==> config.mk <==
export PLATFORM = sky130hd
export DESIGN_NAME = flash_led_sched
export DESIGN_NICKNAME = d
export VERILOG_FILES = /design/src/rtl/flash_led_pkg.sv /design/src/rtl/key_debounce.sv /design/src/rtl/flash_led_sched.sv
export SDC_FILE = /design/constraint.sdc
export NUM_CORES = 1
export LEC_CHECK = 0
export BUFFER_PORTS_ARGS = -buffer_cell sky130_fd_sc_hd__buf_2
export CORE_MARGIN = 4
export CORE_UTILIZATION = 40
export CTS_BUF_LIST = sky130_fd_sc_hd__clkbuf_16
export DETAILED_ROUTE_END_ITERATION = 8
export GPL_TIMING_DRIVEN = 0
export PLACE_DENSITY = 0.56
export SLEW_MARGIN = 20
export SYNTH_ARGS = -nofsm -noshare
export SYNTH_HDL_FRONTEND = slang
export SYNTH_SLANG_ARGS = --single-unit
==> constraint.sdc <==
create_clock -name clk -period 2.61 [get_ports clk]
set_input_delay 0.1305 -clock clk [delete_from_list [all_inputs] [get_ports clk]]
set_output_delay 0.1305 -clock clk [all_outputs]
set_load 0.005 [all_outputs]
==> src/rtl/flash_led_pkg.sv <==
// rtl/flash_led_pkg.sv - shared encodings for the flowing-LED scheduler
package flash_led_pkg;

  localparam logic [1:0] MODE_STOP   = 2'b00;
  localparam logic [1:0] MODE_RIGHT  = 2'b01;
  localparam logic [1:0] MODE_LEFT   = 2'b10;
  localparam logic [1:0] MODE_BOUNCE = 2'b11;

  localparam logic [7:0] LED_END_R = 8'h01;
  localparam logic [7:0] LED_END_L = 8'h80;

  typedef enum logic {
    RUN_PAUSED  = 1'b0,
    RUN_RUNNING = 1'b1
  } run_state_e;

endpackage

==> src/rtl/key_debounce.sv <==
// rtl/key_debounce.sv - synchronises and debounces the active-low run/pause key
// press_pulse is high for the one cycle in which key_lvl first reads 0.
module key_debounce #(
  parameter int DEBOUNCE_CYC = 1_000_000
) (
  input  logic clk,
  input  logic rst_n,
  input  logic key_n,
  output logic key_lvl,
  output logic press_pulse
);

  localparam int CW = $clog2(DEBOUNCE_CYC + 1);

  logic          sync1_q, sync1_d;
  logic          sync2_q, sync2_d;
  logic          lvl_q, lvl_d;
  logic          press_q, press_d;
  logic [CW-1:0] cnt_q, cnt_d;

  always_comb begin
    sync1_d = key_n;
    sync2_d = sync1_q;
    lvl_d   = lvl_q;
    press_d = 1'b0;
    cnt_d   = '0;
    // cnt_q counts consecutive cycles the synced key has disagreed with lvl_q
    if (sync2_q != lvl_q) begin
      if (cnt_q == CW'(DEBOUNCE_CYC - 1)) begin
        lvl_d   = sync2_q;
        press_d = ~sync2_q;
      end else begin
        cnt_d = cnt_q + CW'(1);
      end
    end
  end

  always_ff @(posedge clk or negedge rst_n) begin
    if (!rst_n) begin
      sync1_q <= 1'b1;
      sync2_q <= 1'b1;
      lvl_q   <= 1'b1;
      press_q <= 1'b0;
      cnt_q   <= '0;
    end else begin
      sync1_q <= sync1_d;
      sync2_q <= sync2_d;
      lvl_q   <= lvl_d;
      press_q <= press_d;
      cnt_q   <= cnt_d;
    end
  end

  assign key_lvl     = lvl_q;
  assign press_pulse = press_q;

endmodule

==> src/rtl/flash_led_sched.sv <==
// rtl/flash_led_sched.sv - shift strobe and direction scheduler for the flowing-LED shifter
// Mode/speed come from raw switches; a debounced key toggles run/pause.
module flash_led_sched
  import flash_led_pkg::*;
#(
  parameter int   BASE_DIV     = 25_000_000,
  parameter int   DEBOUNCE_CYC = 1_000_000,
  parameter logic RUN_AT_RESET = 1'b0
) (
  input  logic       clk,
  input  logic       rst_n,
  input  logic [1:0] mode_sw,
  input  logic [1:0] speed_sw,
  input  logic       key_n,
  input  logic [7:0] led_fb,
  output logic       clk_bps,
  output logic       dir,
  output logic       running
);

  localparam int         PW        = $clog2(BASE_DIV << 3);
  localparam run_state_e STATE_RST = RUN_AT_RESET ? RUN_RUNNING : RUN_PAUSED;

  logic [1:0]    mode_s1_q, mode_s1_d, mode_s2_q, mode_s2_d;
  logic [1:0]    speed_s1_q, speed_s1_d, speed_s2_q, speed_s2_d;
  logic [1:0]    mode_prev_q, mode_prev_d, speed_prev_q, speed_prev_d;
  run_state_e    state_q, state_d;
  logic [PW-1:0] cnt_q, cnt_d;
  logic          clk_bps_q, clk_bps_d;
  logic          dir_q, dir_d;
  logic          running_q, running_d;

  logic          key_lvl;
  logic          press_pulse;
  logic          run_en;
  logic          cfg_chg;
  logic [PW-1:0] period_last;

  key_debounce #(
    .DEBOUNCE_CYC(DEBOUNCE_CYC)
  ) u_key_debounce (
    .clk        (clk),
    .rst_n      (rst_n),
    .key_n      (key_n),
    .key_lvl    (key_lvl),
    .press_pulse(press_pulse)
  );

  assign period_last = (PW'(BASE_DIV) << speed_s2_q) - PW'(1);

  always_comb begin
    mode_s1_d    = mode_sw;
    mode_s2_d    = mode_s1_q;
    speed_s1_d   = speed_sw;
    speed_s2_d   = speed_s1_q;
    mode_prev_d  = mode_s2_q;
    speed_prev_d = speed_s2_q;

    run_en  = (state_q == RUN_RUNNING) && (mode_s2_q != MODE_STOP);
    cfg_chg = (mode_s2_q != mode_prev_q) || (speed_s2_q != speed_prev_q);

    // A config change restarts the period so the new speed gets a full first interval
    cnt_d     = '0;
    clk_bps_d = 1'b0;
    if (run_en && !cfg_chg) begin
      if (cnt_q == period_last) begin
        clk_bps_d = 1'b1;
      end else begin
        cnt_d = cnt_q + PW'(1);
      end
    end
    running_d = run_en;

    state_d = state_q;
    if (press_pulse && !key_lvl) begin
      state_d = (state_q == RUN_RUNNING) ? RUN_PAUSED : RUN_RUNNING;
    end

    // Bounce only reacts at the exact end patterns; anything else keeps the last direction
    dir_d = dir_q;
    case (mode_s2_q)
      MODE_RIGHT: dir_d = 1'b0;
      MODE_LEFT:  dir_d = 1'b1;
      MODE_BOUNCE: begin
        if (led_fb == LED_END_R) begin
          dir_d = 1'b1;
        end else if (led_fb == LED_END_L) begin
          dir_d = 1'b0;
        end
      end
      default: ;
    endcase
  end

  always_ff @(posedge clk or negedge rst_n) begin
    if (!rst_n) begin
      mode_s1_q    <= '0;
      mode_s2_q    <= '0;
      speed_s1_q   <= '0;
      speed_s2_q   <= '0;
      mode_prev_q  <= '0;
      speed_prev_q <= '0;
      state_q      <= STATE_RST;
      cnt_q        <= '0;
      clk_bps_q    <= 1'b0;
      dir_q        <= 1'b0;
      running_q    <= RUN_AT_RESET;
    end else begin
      mode_s1_q    <= mode_s1_d;
      mode_s2_q    <= mode_s2_d;
      speed_s1_q   <= speed_s1_d;
      speed_s2_q   <= speed_s2_d;
      mode_prev_q  <= mode_prev_d;
      speed_prev_q <= speed_prev_d;
      state_q      <= state_d;
      cnt_q        <= cnt_d;
      clk_bps_q    <= clk_bps_d;
      dir_q        <= dir_d;
      running_q    <= running_d;
    end
  end

  assign clk_bps = clk_bps_q;
  assign dir     = dir_q;
  assign running = running_q;

endmodule

### Word level (Yosys, flattened, before mapping)

Cells that the tools add are included.

| word-level totals | value |
|---|---|
| bits in registers | 68 |
| input port bits | 15 |
| output and inout bits | 3 |

| cells by class | value |
|---|---|
| add/sub/neg operators | 3 |
| equality and inequality tests | 11 |
| shift-type cells | 1 |
| mux-type cells | 12 |
| bitwise gates (word level) | 1 |
| reduce and logical (&&, ||, !) cells | 10 |

Operators with widths:

| kind | number |
|---|---|
| 28-bit two-way mux | 2 |
| 20-bit two-way mux | 2 |
| 28-bit by 1-bit adder with 28-bit output, second input constant | 1 |
| 28-bit == test | 1 |
| 25-bit by 2-bit left shift with 28-bit output, first input constant | 1 |
| 28-bit by 2-bit subtractor with 28-bit output, second input constant | 1 |
| 20-bit by 1-bit adder with 20-bit output, second input constant | 1 |
| 20-bit == test, second input constant | 1 |
| 8-bit by 1-bit == test with 1-bit output, second input constant | 1 |
| 8-bit == test, second input constant | 1 |
| 1-bit two-way mux | 7 |
| 2-bit == test, second input constant | 2 |
| 2-bit != test | 2 |
| 2-bit AND reduction | 2 |
| 1-bit logical AND | 3 |
| 3-bit != test, second input constant | 1 |
| 1-bit case mux with 3 select lines | 1 |
| 3-bit nonzero test | 1 |
| 2-bit by 1-bit == test with 1-bit output, second input constant | 1 |
| 1-bit logical NOT | 2 |
| 2-bit nonzero test | 1 |
| 1-bit logical OR | 1 |
| 1-bit != test | 1 |
| 1-bit inverter | 1 |

### Depth between registers and ports, before layout

Gate-level depths: netlist (run 1).

| depth | value |
|---|---|
| word-level depth | 5 |
| depth in mapped cells | 8 |
| depth with buffers taken out | 7 |

### Modules after synthesis

From an unflattened synthesis (run 1), not the netlist that was laid out.

| unflattened totals | value |
|---|---|
| cells, all modules | 319 |
| area total of the unflattened synthesis | 3337.0 um^2 |

By module, submodules not included:

| module | times used | cells an instance | area an instance (um^2) | seq. area each (um^2) |
|---|---|---|---|---|
| flash_led_sched | 1 | 212 | 2148.3 | 1101.1 |
| key_debounce | 1 | 107 | 1188.6 | 604.3 |

### Least setup slack after synthesis (run 1)

Ideal clock, no wire load.

| path | value |
|---|---|
| path kind | reg-to-reg |
| start | register speed_s2_q[0], in the netlist speed_prev_d[0] |
| end | register cnt_q[15] |
| arrival time | 1706 ps |
| required time | 2491 ps |
| setup slack | 786 ps |
| cell stages (with the launch flop) | 8 |
| buffers on the path | 2 |
| clock period less this slack | 1824 ps |
| path through | dfrtp_1 -> buf_2 -> nor4b_1 -> nor2_1 -> nor4_1 -> a41o_1 -> buf_4 -> nor2_1 |

| between the ends | value |
|---|---|
| longest elaborated chain between the ends | 5 |
| elaborated cells between the ends (all ways) | 9 |
| those cells by class | 1 x add/sub; 2 x eq/ne; 1 x shift; 2 x mux; 3 x reduce/logical |

RTL lines:

| item | RTL line | source |
|---|---|---|
| start, declared | flash_led_sched.sv:25 | `logic [1:0] speed_s1_q, speed_s1_d, speed_s2_q, speed_s2_d;` |
| start signal, assigned | flash_led_sched.sv:112 | `speed_s2_q <= speed_s2_d;` |
| 25-bit by 2-bit left shift with 28-bit output / 2-bit != test (equally long branches) | flash_led_sched.sv:49, flash_led_sched.sv:60 |  |
| 28-bit by 2-bit subtractor with 28-bit output / 1-bit logical OR (equally long branches) | flash_led_sched.sv:49, flash_led_sched.sv:60 |  |
| 28-bit == test / 1-bit logical NOT (equally long branches) | flash_led_sched.sv:66, flash_led_sched.sv:65 |  |
| 28-bit two-way mux / 1-bit logical AND (equally long branches) | flash_led_sched.sv:66, flash_led_sched.sv:65 |  |
| 28-bit two-way mux * | flash_led_sched.sv:65 | `if (run_en && !cfg_chg) begin` |
| named net cnt_d[15] | flash_led_sched.sv:28 | `logic [PW-1:0] cnt_q, cnt_d;` |
| end signal, assigned | flash_led_sched.sv:116 | `cnt_q <= cnt_d;` |
| end, declared | flash_led_sched.sv:28 |  |

Mark *: on every way through the listed nets, which the timed path passes. The rest lies on a longest branch.
A chain may end at the register's enable or synchronous reset.

### Worst setup path after layout (run 1)

| path | value |
|---|---|
| start | register speed_s2_q[0], in the netlist speed_prev_d[0] |
| end | register cnt_q[9] |

The elaborated chain is that of the path after synthesis.

==> results of run 1 <==
[state kept, by name (all words and copies together), names as in the netlist, 2 cells and up]
signal                cells
speed_s1_q                2
cnt_q                    28
u_key_debounce.cnt_q     20
mode_s1_q                 2
mode_prev_q               2
mode_prev_d               2
speed_prev_d              2
speed_prev_q              2
[placed cells by master (no fill, tap or decap), types with 2 or more instances in the layout]
cell type,n
sky130_fd_sc_hd__a21oi_1,5
sky130_fd_sc_hd__a31oi_1,3
sky130_fd_sc_hd__and2_1,2
sky130_fd_sc_hd__buf_2,18
sky130_fd_sc_hd__buf_4,3
sky130_fd_sc_hd__clkbuf_16,9
sky130_fd_sc_hd__clkinvlp_4,2
sky130_fd_sc_hd__dfrtp_1,65
sky130_fd_sc_hd__dfstp_2,3
sky130_fd_sc_hd__dlygate4sd3_1,6
sky130_fd_sc_hd__ha_1,2
sky130_fd_sc_hd__inv_1,8
sky130_fd_sc_hd__inv_6,3
sky130_fd_sc_hd__nand2_1,25
sky130_fd_sc_hd__nand2b_1,3
sky130_fd_sc_hd__nand3_1,25
sky130_fd_sc_hd__nand4_1,10
sky130_fd_sc_hd__nor2_1,64
sky130_fd_sc_hd__nor2b_1,3
sky130_fd_sc_hd__nor3_1,12
sky130_fd_sc_hd__nor3b_1,2
sky130_fd_sc_hd__nor4_1,5
sky130_fd_sc_hd__nor4b_1,3
sky130_fd_sc_hd__o21a_1,2
sky130_fd_sc_hd__o21ai_0,5
sky130_fd_sc_hd__o22ai_1,2
sky130_fd_sc_hd__or3_4,2
sky130_fd_sc_hd__xnor2_1,20
sky130_fd_sc_hd__xor2_1,30
[how the worst max path moves through the flow]
stage | cells after the start | end | slack, ns
after floorplan | 7 | cnt_q[15]$_DFF_PN0_ | 0.79
after global placement | 7 | cnt_q[8]$_DFF_PN0_ | 0.51
after detailed placement | 7 | cnt_q[14]$_DFF_PN0_ | 0.49
after CTS | 7 | cnt_q[9]$_DFF_PN0_ | 0.47
after global routing | 6 | u_key_debounce.cnt_q[18]$_DFF_PN0_ | 0.27
final | 7 | cnt_q[9]$_DFF_PN0_ | 0.48
[final cells by class]
| cell class | instances | area [µm²] |
|---|---|---|
| fillers | 753 | 3950 |
| clock buffers | 9 | 225 |
| clock inverters | 7 | 82.6 |
| multi-input cells | 239 | 1430 |
| plain buffers | 7 | 45.0 |
| repair buffers | 24 | 175 |
| inverters | 8 | 30.0 |
| well taps | 102 | 128 |
| flip-flops and latches | 68 | 1710 |
[per-layer routing]
layer  part of all wire  GRT usage
met5                  0          0
met4              0.015     0.0543
met3              0.028     0.0373
met2               0.44      0.207
met1               0.52      0.200
[power by group]
part           internal (mW)  total [mW]  switching [mW]
sequential              1.07        1.08          0.0118
clock                  0.756        1.25           0.491
combinational         0.0326      0.0786          0.0460
total                   1.86        2.41           0.548
[cell families after synthesis]
| kind of cell | synth area share |
|---|---|
| muxes | 0.00351 |
| and+or+nand+nor | 0.259 |
| buffers and inverters | 0.0234 |
| xor gates and xnor gates | 0.137 |
| DFF | 0.532 |
| adders and majority gates | 0.00781 |
| AOI/OAI and AO/OA | 0.0379 |
[worst max-delay path, delay by kind of cell (launching register included)]
kind	cells	cell delay, ns
DFF	1	0.40
and+or+nand+nor	4	0.80
buffers and inverters	2	0.43
AOI/OAI and AO/OA	1	0.38
[metrics by stage]
step	std cells	power, mW	util	hold slack (ns)	cell area (µm²)
2_1_floorplan	322	1.13	-	-0.165	3210
3_3_place_gp	441	1.17	0.440	0.235	3420
3_5_place_dp	442	1.18	0.444	0.0332	3450
4_1_cts	464	2.44	0.491	0.179	3820
5_1_grt	464	2.50	0.491	0.238	3820
6_report	464	2.41	0.491	0.207	3820
[timing repair]
action | 4_1_cts | 5_1_grt
endpoints found under the setup margin | 0 | 0
endpoints found under the hold margin | 40 | 0
hold buffers | 6 | 0
==> impl.org, run 1 <==
** Run status
- The flow ran to the end, and the final reports show no timing, DRC or antenna violations.

** Power
- IR analysis of the VDD net gives a maximum drop of 348 µV.
- Static leakage power :: 1.56 nW
- Power per unit of standard cell area :: 631 mW/mm²

** Routing
- Across all layers, the routed design uses 2318 vias.
- Detailed-route DRC error count :: 0
- First-pass iteration count of the detailed router :: 4
- Routed via count divided by cell count :: 5.00
- Average wire per cell in the routed design :: 13.2 µm
- The count of nets left with antenna violations once routing finished came out at 0.
- Overall routed net length :: 6130 µm
- Count of routing violations after the opening detailed-route iteration :: 118

** Yosys
- Most used standard cell by instance count after synthesis :: sky130_fd_sc_hd__dfrtp_1
- The most used flip-flop cell after synthesis is sky130_fd_sc_hd__dfrtp_1.
- Counting flops with a built-in enable in the synthesized netlist gives 0.
- Yosys mapped the design onto 42 distinct sky130hd cell types.
- During synthesis, Yosys emitted a total of 0 warnings.
- Of the post-synthesis cell area, the dominant cell type holds 0.507.
- Instance count of the mapped netlist :: 322
- When the netlist entered floorplanning its net count stood at 339.
- For this run, the register share of the synthesized area comes to 0.532.
- The mapped netlist covers 0.00321 mm².
- Avg Inst Size Synth :: 9.96 µm²
- Counting flops with an async set or reset pin after synthesis yields a share of 1.00.
- The synthesized design spends more area on one cell type than any other, namely sky130_fd_sc_hd__dfrtp_1.
- Cell types with the highest counts after synthesis :: 65 x sky130_fd_sc_hd__dfrtp_1, 64 x sky130_fd_sc_hd__nor2_1, 30 x sky130_fd_sc_hd__xor2_1
- After synthesis the netlist holds a flip-flop and latch count of 68.
- Synth area leaders :: sky130_fd_sc_hd__dfrtp_1 51%, sky130_fd_sc_hd__xor2_1 8.2%, sky130_fd_sc_hd__nor2_1 7.5%

** CTS
- TritonCTS clock tree :: yes
- Number of buffers added for setup after CTS :: 0
- Clock Sinks :: 68
- The H-tree was split into 3 levels.
- Clk slew on worst S/H paths :: 0.06 ns
- Clock tree synthesis inserted a total of 9 buffers.
- The clock reaches the later pin of the worst-skew pair after 0.33 ns.
- In this run, post-CTS repair resized a total of 0 instances.
- CTS placed an instance of sky130_fd_sc_hd__clkbuf_16 at the clock tree root.
- No sink is reached through more buffers than the 2 on the longest clock path.

** Flow run
- Max-capacitance violation count :: 0

** Timing
- Final setup violation count :: 0
- The clock arrives with 0.00501 ns of skew.
- Worst max-slew margin expressed relative to the limit :: 0.399
- The worst path in the final design needs a cycle of 2.13 ns, including I/O delays and setup.
- Timing would allow up to 469 MHz.
- In the final timing run, aggregate negative setup slack is 0 ns.
- Hold violation count in the final report :: 0
- Max Slew Vio Count :: 0
- Setup slack closes at 0.478 ns.
- Dividing the final minimum period by the clock period gives 0.817.
- RSZ-0062 raised after global routing :: false
- At the pin with the least slew margin, the transition time is 0.895 ns.

** Global route
- The total overflow left after global routing is 0.
- The number of global-route vias before repair is 2252.
- In the global route stage, overall resource usage came out at 0.141.
- Antenna violations before repair :: 0
- The first global-routing pass estimated 10900 µm of wire.
- Entering global routing, the biggest net connects 52 pins.

** Setup path
- The worst register-to-register path begins at speed_prev_d[0]$_DFF_PN0_.
- STA classifies the critical path startpoint as a flip-flop.
- CP Data Arrival Time :: 2.35 ns
- Critical Path Sink Type :: flip-flop
- Worst r2r path cells :: 7
- Largest stage delay on the critical path :: 0.40 ns
- Tracing the worst setup path back leads to its startpoint at speed_prev_d[0]$_DFF_PN0_.
- Critical path fanouts, max :: 10
- Flop-to-flop setup slack :: 0.48 ns
- The most numerous cell type found on the critical path is sky130_fd_sc_hd__nor2_1.
- The critical path in this run is classified as reg -> reg.
- Data on the critical path is required at its endpoint by 2.82 ns.
- Crit path cell chain :: buf_2 -> nor4b_1 -> nor2_1 -> nor4_1 -> a41o_1 -> buf_4 -> nor2_1
- On the critical path, the stage with the largest delay is an instance of sky130_fd_sc_hd__dfrtp_1.
- The worst register-to-register path ends at cnt_q[9]$_DFF_PN0_.

** Die
- In this run the horizontal extent of the chip is 97.5 µm.
- For this configuration, the core starts out at a cell density of 0.413.
- Area of the die :: 0.00951 mm²
- Boundary Pins :: 18
- Site Rows :: 32
- Overall die height :: 97.5 µm
- Core region area :: 0.00777 mm²

** Placed design
- Number of port buffers :: 17
- Final weighted congestion in routability-driven placement :: 0.808
- Before CTS, the worst setup slack after placement is 0.486 ns.
- Once detailed placement completed, the half-perimeter wirelength came to 4240 µm.

** Layout
- Compared with the post-synthesis result, the final layout area differs by 19.0%.
- Share of layout cells above drive strength 1 :: 0.141
- Diode insertion count for antenna repair :: 0
- Final net count :: 374

** Hold path
- The path class of the tightest hold or removal check is in -> async.
(Power assumes the default switching activity.)
==> run 2: changes to the inputs <==
==> constraint.sdc (replaced) <==
create_clock -name clk -period 2.2 [get_ports clk]
set_input_delay 0.11 -clock clk [delete_from_list [all_inputs] [get_ports clk]]
set_output_delay 0.11 -clock clk [all_outputs]
set_load 0.005 [all_outputs]
==> impl.org, run 2 (synthesis gave the netlist of run 1 again) <==
** Layout
- Largest register FFs :: 28 (unchanged)
- The relative area change from synthesis to final layout was 19.2% (was 19.0%).
- Largest register by flop count :: cnt_q (unchanged)
- The count of inserted antenna diode cells was 0 (unchanged).
- Largest registers :: cnt_q x28, u_key_debounce.cnt_q x20 (unchanged)
- Share of layout cells above drive strength 1 :: 0.147 (was 0.141)
- The most common library cell in the layout ignoring fill and taps is sky130_fd_sc_hd__dfrtp_1 (unchanged).
- Top library cells by usage in the layout, fill and taps aside: 65 x sky130_fd_sc_hd__dfrtp_1, 64 x sky130_fd_sc_hd__nor2_1, 30 x sky130_fd_sc_hd__xor2_1 (unchanged).
- The final net count is 373 (was 374).

** Global route
- The total congestion overflow after global routing was 0 (unchanged).
- Grt peak-use layer :: met2 (unchanged)
- Met3 routing resource usage after global routing :: 0.0373 (unchanged)
- Maximum number of pins on one net before global-route repair :: 52 (unchanged)
- The total routing resource utilization after global routing is 0.141 (unchanged).
- GR met2 Demand/Resource :: 0.207 (unchanged)
- Routing usage on met1 :: 0.200 (unchanged)
- Antenna violations before repair :: 0 (unchanged)
- Wire length of the first global-routing pass :: 10900 µm (unchanged)
- The number of global-route vias before repair is 2252 (unchanged).

** Die
- The starting density of the core was 0.413 (unchanged).
- Site Rows :: 32 (unchanged)
- Core region area :: 0.00777 mm² (unchanged)
- The number of top-level design ports is 18 (unchanged).
- The vertical extent of the die is 97.5 µm (unchanged).
- Die extent in x :: 97.5 µm (unchanged)
- The total die area was 0.00951 mm² (unchanged).

** Power
- The part of the total power dissipated in the clock network came to 0.518 (was 0.517).
- Switching share of power :: 0.228 (about the same)
- The internal power of the cells came to 2.21 mW (was 1.86 mW).
- The power density over the cells was 748 mW/mm² (was 631 mW/mm²).
- The reported net switching power came to 652 µW (was 548 µW).
- The combinational group share of total power was 0.032 (was 0.033).
- Sequential cell fraction of total power :: 0.450 (about the same)
- The leakage power summed over all cells was 1.56 nW (about the same).
- Maximum vdd ir drop :: 415 µV (was 348 µV)

** Timing
- The relative slew slack was 0.395 (was 0.399).
- Peak clock frequency supported by timing :: 499 MHz (was 469 MHz)
- Tightest Pin Transition :: 0.900 ns (was 0.895 ns)
- The final count of negative-setup-slack endpoints came to 0 (unchanged).
- The worst clock skew came to 0.00392 ns (was 0.00501 ns).
- Max Slew Vio Count :: 0 (unchanged)
- The post-layout minimum cycle time is 2.00 ns (was 2.13 ns).
- Setup slack of the critical path after layout :: 0.195 ns (was 0.478 ns)
- Final period util :: 0.911 (was 0.817)
- Hold violation count in the final report :: 0 (unchanged)
- RSZ-0062 raised after global routing :: false (unchanged)
- Final sum of negative setup slack :: 0 ns (unchanged)

** CTS
- Clock buffers created by TritonCTS :: 9 (unchanged)
- Worst skew pair latency :: 0.33 ns (about the same)
- The clock slew seen by the registers of the worst setup and hold paths came to 0.06 ns (about the same).
- Level count of the clock H-tree :: 3 (unchanged)
- TritonCTS clock tree :: yes (unchanged)
- The cell chosen for the clock root is sky130_fd_sc_hd__clkbuf_16 (unchanged).
- Number of buffers added for setup after CTS :: 0 (unchanged)
- The clock tree buffer depth came to 2 (unchanged).
- Clock Sinks :: 68 (unchanged)

** Placed design
- The number of buffer cells added on primary ports is 17 (unchanged).
- The routability congestion estimate from global placement is 0.808 (unchanged).
- The worst setup slack before clock tree synthesis came to 0.0764 ns (was 0.486 ns).
- Detailed placer's ending HPWL :: 4240 µm (unchanged)

** Setup path
- The data arrival time of the critical path came to 2.26 ns (was 2.35 ns).
- CP Capture Point :: cnt_q[16]$_DFF_PN0_ (was cnt_q[9]$_DFF_PN0_)
- Worst Setup SP :: cnt_q[0]$_DFF_PN0_ (was speed_prev_d[0]$_DFF_PN0_)
- The critical setup path kind is reg -> reg (unchanged).
- Critical path fanouts, max :: 6 (was 10)
- The required arrival time at the worst endpoint is 2.46 ns (was 2.82 ns).
- Flop-to-flop setup slack :: 0.20 ns (was 0.48 ns)
- The endpoint class of the critical path was a flip-flop (unchanged).
- The startpoint of the lowest-slack register-to-register path was cnt_q[0]$_DFF_PN0_ (was speed_prev_d[0]$_DFF_PN0_).
- Startpoint kind of the worst setup timing path :: flip-flop (unchanged)
- R2R Path End :: cnt_q[16]$_DFF_PN0_ (was cnt_q[9]$_DFF_PN0_)
- The number of cells traversed by the worst register-to-register path was 6 (was 7).

** Routing
- The antenna violation net count after detailed routing is 0 (unchanged).
- The total via count after detailed routing is 2306 (was 2318).
- First-pass iteration count of the detailed router :: 4 (unchanged)
- The wire length after detailed routing was 6100 µm (was 6130 µm).
- Routed via count divided by cell count :: 4.98 (was 5.00)
- The number of design rule violations left after detail routing was 0 (unchanged).
- Count of routing violations after the opening detailed-route iteration :: 123 (was 118)
- The per-cell routed wire length is 13.2 µm (about the same).

** Flow run
- The number of maximum-capacitance constraint violations was 0 (unchanged).

** Hold path
- Hold WC Path Type :: in -> async (unchanged)

** Run status
- Outcome: finished clean (unchanged).
[run 2: power by group through the flow]
stage | sequential, mW | clock [mW] | combinational [mW]
floorplan | 1.31 | 0 | 0.0332
global placement | 1.31 | 0 | 0.0802
detailed placement | 1.31 | 0 | 0.0883
CTS | 1.29 | 1.52 | 0.0967
global route | 1.29 | 1.58 | 0.108
finish | 1.29 | 1.48 | 0.0923
[run 2: cell type report]
type | instances | area [µm²]
fillers | 751 | 3950
flip-flops and latches | 68 | 1710
multi-input cells | 239 | 1430
clock buffers | 9 | 225
repair buffers | 24 | 175
well taps | 102 | 128
clock inverters | 7 | 82.6
plain buffers | 6 | 41.3
inverters | 8 | 30.0
[run 2: worst max-delay path: stages, from the launching register on]
cell and delay, ns:
sky130_fd_sc_hd__dfrtp_1 0.39, sky130_fd_sc_hd__ha_1 0.26, sky130_fd_sc_hd__nand3_1 0.12, sky130_fd_sc_hd__nor3_1 0.70, sky130_fd_sc_hd__nand4_1 0.20, sky130_fd_sc_hd__xor2_1 0.17
sky130_fd_sc_hd__nor2_1 0.09
[run 2: per-stage QoR]
step                hold WS [ns]  std cells   util  cell area, µm²  power (mW)
finish                     0.186        463  0.492            3820        2.86
global route               0.217        463  0.492            3820        2.97
CTS                        0.158        464  0.491            3820        2.90
detailed placement        0.0127        442  0.444            3450        1.40
global placement           0.215        441  0.440            3420        1.39
floorplan                 -0.186        322      -            3210        1.34
[run 2: how the worst min path moves through the flow]
stage                    from                               end  cells after the start
floorplan               rst_n                 clk_bps$_DFF_PN0_                      0
global placement        key_n  u_key_debounce.sync1_q$_DFF_PN1_                      1
detailed placement      rst_n                 running$_DFF_PN0_                      1
CTS                 led_fb[0]                   dir$_DFFE_PN0P_                      4
global route            rst_n                 running$_DFF_PN0_                      2
finish                  rst_n               cnt_q[10]$_DFF_PN0_                      2
[run 2: repair_timing]
action / in CTS / in global routing
setup endpoints to repair: 0 / 30
resized for setup: 0 / 2
endpoints found under the hold margin: 70 / 0
hold buffers: 6 / 0
[run 2: routing by layer]
layer | part of all wire | routed length [µm]
met2 | 0.44 | 2650
met5 | 0 | 0
met3 | 0.025 | 155
met1 | 0.52 | 3190
met4 | 0.017 | 102
==> run 3: changes to the inputs <==
--- a/config.mk
+++ b/config.mk
@@ -7,11 +7,11 @@
 export LEC_CHECK = 0
 export BUFFER_PORTS_ARGS = -buffer_cell sky130_fd_sc_hd__buf_2
 export CORE_MARGIN = 4
-export CORE_UTILIZATION = 40
+export CORE_UTILIZATION = 48
 export CTS_BUF_LIST = sky130_fd_sc_hd__clkbuf_16
 export DETAILED_ROUTE_END_ITERATION = 8
 export GPL_TIMING_DRIVEN = 0
-export PLACE_DENSITY = 0.56
+export PLACE_DENSITY = 0.65
 export SLEW_MARGIN = 20
 export SYNTH_ARGS = -nofsm -noshare
 export SYNTH_HDL_FRONTEND = slang
==> constraint.sdc (replaced) <==
create_clock -name clk -period 1.9 [get_ports clk]
set_input_delay 0.38 -clock clk [delete_from_list [all_inputs] [get_ports clk]]
set_output_delay 0.38 -clock clk [all_outputs]
set_load 0.005 [all_outputs]
==> impl.org, run 3 (synthesis gave the netlist of run 1 again) <==
** Routing
- Average wire per cell in the routed design :: 14.5 µm (was 13.2 µm)
- The wire length after detailed routing is 6390 µm (was 6100 µm).
- The count of routing violations after the opening detailed-route iteration came to 129 (was 123).
- Routed via count divided by cell count :: 5.43 (was 4.98)
- Detailed-route DRC error count :: 0 (unchanged)
- Count of nets left with antenna violations after detail routing :: 0 (unchanged)
- First-pass iteration count of the detailed router :: 6 (was 4)
- Total number of vias :: 2387 (was 2306)

** Timing
- Post-Route Skew :: 0.00457 ns (was 0.00392 ns)
- Smallest hold slack :: 0.150 ns (was 0.186 ns)
- Final period util :: 0.967 (was 0.911)
- RSZ-0062 raised after global routing: true (was false).
- Max Slew Vio Count :: 0 (unchanged)
- The transition time of the tightest slew-check pin is 0.533 ns (was 0.900 ns).
- Final setup violation count :: 0 (unchanged)
- The top achievable clock speed was 544 MHz (was 499 MHz).
- Worst max-slew margin expressed relative to the limit :: 0.642 (was 0.395)
- Setup slack of the critical path after layout :: 0.0627 ns (was 0.195 ns)
- The final-report hold violation count came to 0 (unchanged).
- The post-layout minimum cycle time is 1.84 ns (was 2.00 ns).

** Setup path
- R2R Path End :: cnt_q[24]$_DFF_PN0_ (was cnt_q[16]$_DFF_PN0_)
- Flop-to-flop setup slack :: 0.06 ns (was 0.20 ns)
- The critical setup path kind is reg -> reg (unchanged).
- Required time of the worst setup path :: 2.11 ns (was 2.46 ns)
- CP Data Arrival Time :: 2.05 ns (was 2.26 ns)
- The number of cells traversed by the worst register-to-register path was 7 (was 6).
- Startpoint of the worst-slack reg-to-reg timing path :: cnt_q[11]$_DFF_PN0_ (was cnt_q[0]$_DFF_PN0_)
- Critical path fanouts, max :: 7 (was 6)
- Startpoint kind of the worst setup timing path :: flip-flop (unchanged)
- The endpoint class of the critical path was a flip-flop (unchanged).

** Layout
- Final net count :: 375 (was 373)
- The count of inserted antenna diode cells is 0 (unchanged).
- The register name with the most flops is cnt_q (unchanged).
- FILL cells :: 550 (was 751)
- Top library cells by usage in the layout, fill and taps aside :: 63 x sky130_fd_sc_hd__nor2_1, 58 x sky130_fd_sc_hd__dfrtp_1, 30 x sky130_fd_sc_hd__xor2_1 (was 65 x sky130_fd_sc_hd__dfrtp_1, 64 x sky130_fd_sc_hd__nor2_1, 30 x sky130_fd_sc_hd__xor2_1)
- Share of layout cells above drive strength 1 :: 0.226 (was 0.147)
- Largest register FFs :: 28 (unchanged)
- Most common library cell in the layout ignoring fill and taps :: sky130_fd_sc_hd__nor2_1 (was sky130_fd_sc_hd__dfrtp_1)
- Area growth from synthesis to layout :: 22.1% (was 19.2%)
- Largest registers: cnt_q x28, u_key_debounce.cnt_q x20 (unchanged).

** CTS
- Worst skew pair latency :: 0.32 ns (was 0.33 ns)
- The clock tree from TritonCTS is yes (unchanged).
- The cell chosen for the clock root is sky130_fd_sc_hd__clkbuf_16 (unchanged).
- The number of clock sinks seen by CTS was 68 (unchanged).
- Level count of the clock H-tree :: 3 (unchanged)
- The clock tree buffer depth is 2 (unchanged).
- The total CTS buffers is 9 (unchanged).
- The clock slew seen by the registers of the worst setup and hold paths was 0.06 ns (about the same).

** Die
- The number of rows created at floorplan is 29 (was 32).
- The total die area was 0.00805 mm² (was 0.00951 mm²).
- Core region area :: 0.00642 mm² (was 0.00777 mm²)
- Initial cell density of the core :: 0.499 (was 0.413)
- Overall die height :: 89.7 µm (was 97.5 µm)
- Boundary Pins :: 18 (unchanged)
- The width of the die is 89.7 µm (was 97.5 µm).

** Power
- Maximum vdd ir drop :: 449 µV (was 415 µV)
- Static leakage power :: 1.60 nW (was 1.56 nW)
- The power density over the cells came to 830 mW/mm² (was 748 mW/mm²).

** Global route
- Wire length of the first global-routing pass :: 11200 µm (was 10900 µm)
- Antenna violations before repair :: 0 (unchanged)
- The number of global-route vias before repair came to 2331 (was 2252).
- Tot GR Track Use :: 0.169 (was 0.141)
- The largest net degree at the start of global routing is 46 (was 52).
- The total congestion overflow after global routing is 0 (unchanged).

** Flow run
- Max-capacitance violation count :: 0 (unchanged)

** Hold path
- Hold WC Path Type :: in -> reg (was in -> async)
- Worst-case hold path end point :: u_key_debounce.sync1_q$_DFF_PN1_
- Min-Delay Path Depth :: 1
- The worst hold path begins at key_n.

** Run status
- Outcome: finished clean (unchanged).

** Placed design
- The number of buffer cells added on primary ports came to 17 (unchanged).
- Detailed placer's ending HPWL :: 4240 µm (about the same)
- The worst setup slack before clock tree synthesis was -0.221 ns (was 0.0764 ns).
- Final weighted congestion in routability-driven placement :: 0.845 (was 0.808)
-- run 3: cell types whose count changed in the layout (fill, tap and decap cells not counted), sizes merged --
cell,previous run,this run
clkbuf,10,11
clkinv,0,3
inv,12,9
dlygate4sd3,6,1
buf,23,29
-- run 3: worst max-delay path by stage --
stage / start / slack [ns] / to / cells past startpoint
6_report: cnt_q[11]$_DFF_PN0_ / 0.06 / cnt_q[24]$_DFF_PN0_ / 7
5_1_grt: cnt_q[15]$_DFF_PN0_ / -0.04 / cnt_q[19]$_DFF_PN0_ / 7
4_1_cts: cnt_q[11]$_DFF_PN0_ / 0.003 / cnt_q[25]$_DFF_PN0_ / 7
3_5_place_dp: speed_prev_d[0]$_DFF_PN0_ / -0.22 / cnt_q[13]$_DFF_PN0_ / 7
3_3_place_gp: u_key_debounce.cnt_q[0]$_DFF_PN0_ / -0.20 / u_key_debounce.cnt_q[17]$_DFF_PN0_ / 7
2_1_floorplan: speed_prev_d[0]$_DFF_PN0_ / 0.08 / cnt_q[15]$_DFF_PN0_ / 7
-- run 3: final cells by class --
cell class	count	area [µm²]	share of cell area
clock buffers	9	225	0.0575
flip-flops and latches	68	1710	0.438
repair buffers	26	178	0.0454
well taps	77	96.3	0.0246
clock inverters	7	76.3	0.0195
inverters	8	30.0	0.00767
plain buffers	6	61.3	0.0157
multi-input cells	239	1530	0.392
-- run 3: power breakdown --
part           total, mW  switching [mW]  internal, mW
logic              0.105          0.0644        0.0410
registers           1.49          0.0179          1.47
clock network       1.65           0.632          1.02
total               3.25           0.714          2.54
-- run 3: per-layer routing --
layer | part of all wire | track usage | routed length, µm | up-vias
li1 | - | - | - | 1162
met1 | 0.47 | 0.229 | 3020 | 1160
met2 | 0.47 | 0.265 | 2980 | 54
met3 | 0.047 | 0.0509 | 302 | 11
met4 | 0.014 | 0.0460 | 88 | 0
met5 | 0 | 0 | 0 | -
-- run 3: worst max-delay path: stages, from the launching register on --
cell                      delay [ns]
sky130_fd_sc_hd__dfrtp_1        0.35
sky130_fd_sc_hd__buf_6          0.14
sky130_fd_sc_hd__nand4_4        0.11
sky130_fd_sc_hd__or3_4          0.36
sky130_fd_sc_hd__or3_4          0.39
sky130_fd_sc_hd__nor3_4         0.21
sky130_fd_sc_hd__xnor2_2        0.14
sky130_fd_sc_hd__nor2_2         0.04
-- run 3: per-stage QoR --
step	utilization	power, mW	cells	cell area, µm²	TNS (ns)
after floorplan	-	1.55	322	3210	0
after global placement	0.527	1.61	416	3390	-4.77
after detailed placement	0.532	1.62	417	3420	-5.99
after CTS	0.589	3.28	437	3780	0
after global routing	0.609	3.37	440	3910	-0.416
final	0.609	3.25	440	3910	0
-- run 3: repair_timing --
item / CTS / global route
pin swaps: 6 / 9
endpoints found under the setup margin: 35 / 35
endpoints found under the hold margin: 23 / 0
hold buffers: 1 / 0
buffers inserted: 3 / 4
gates resized for setup: 11 / 25
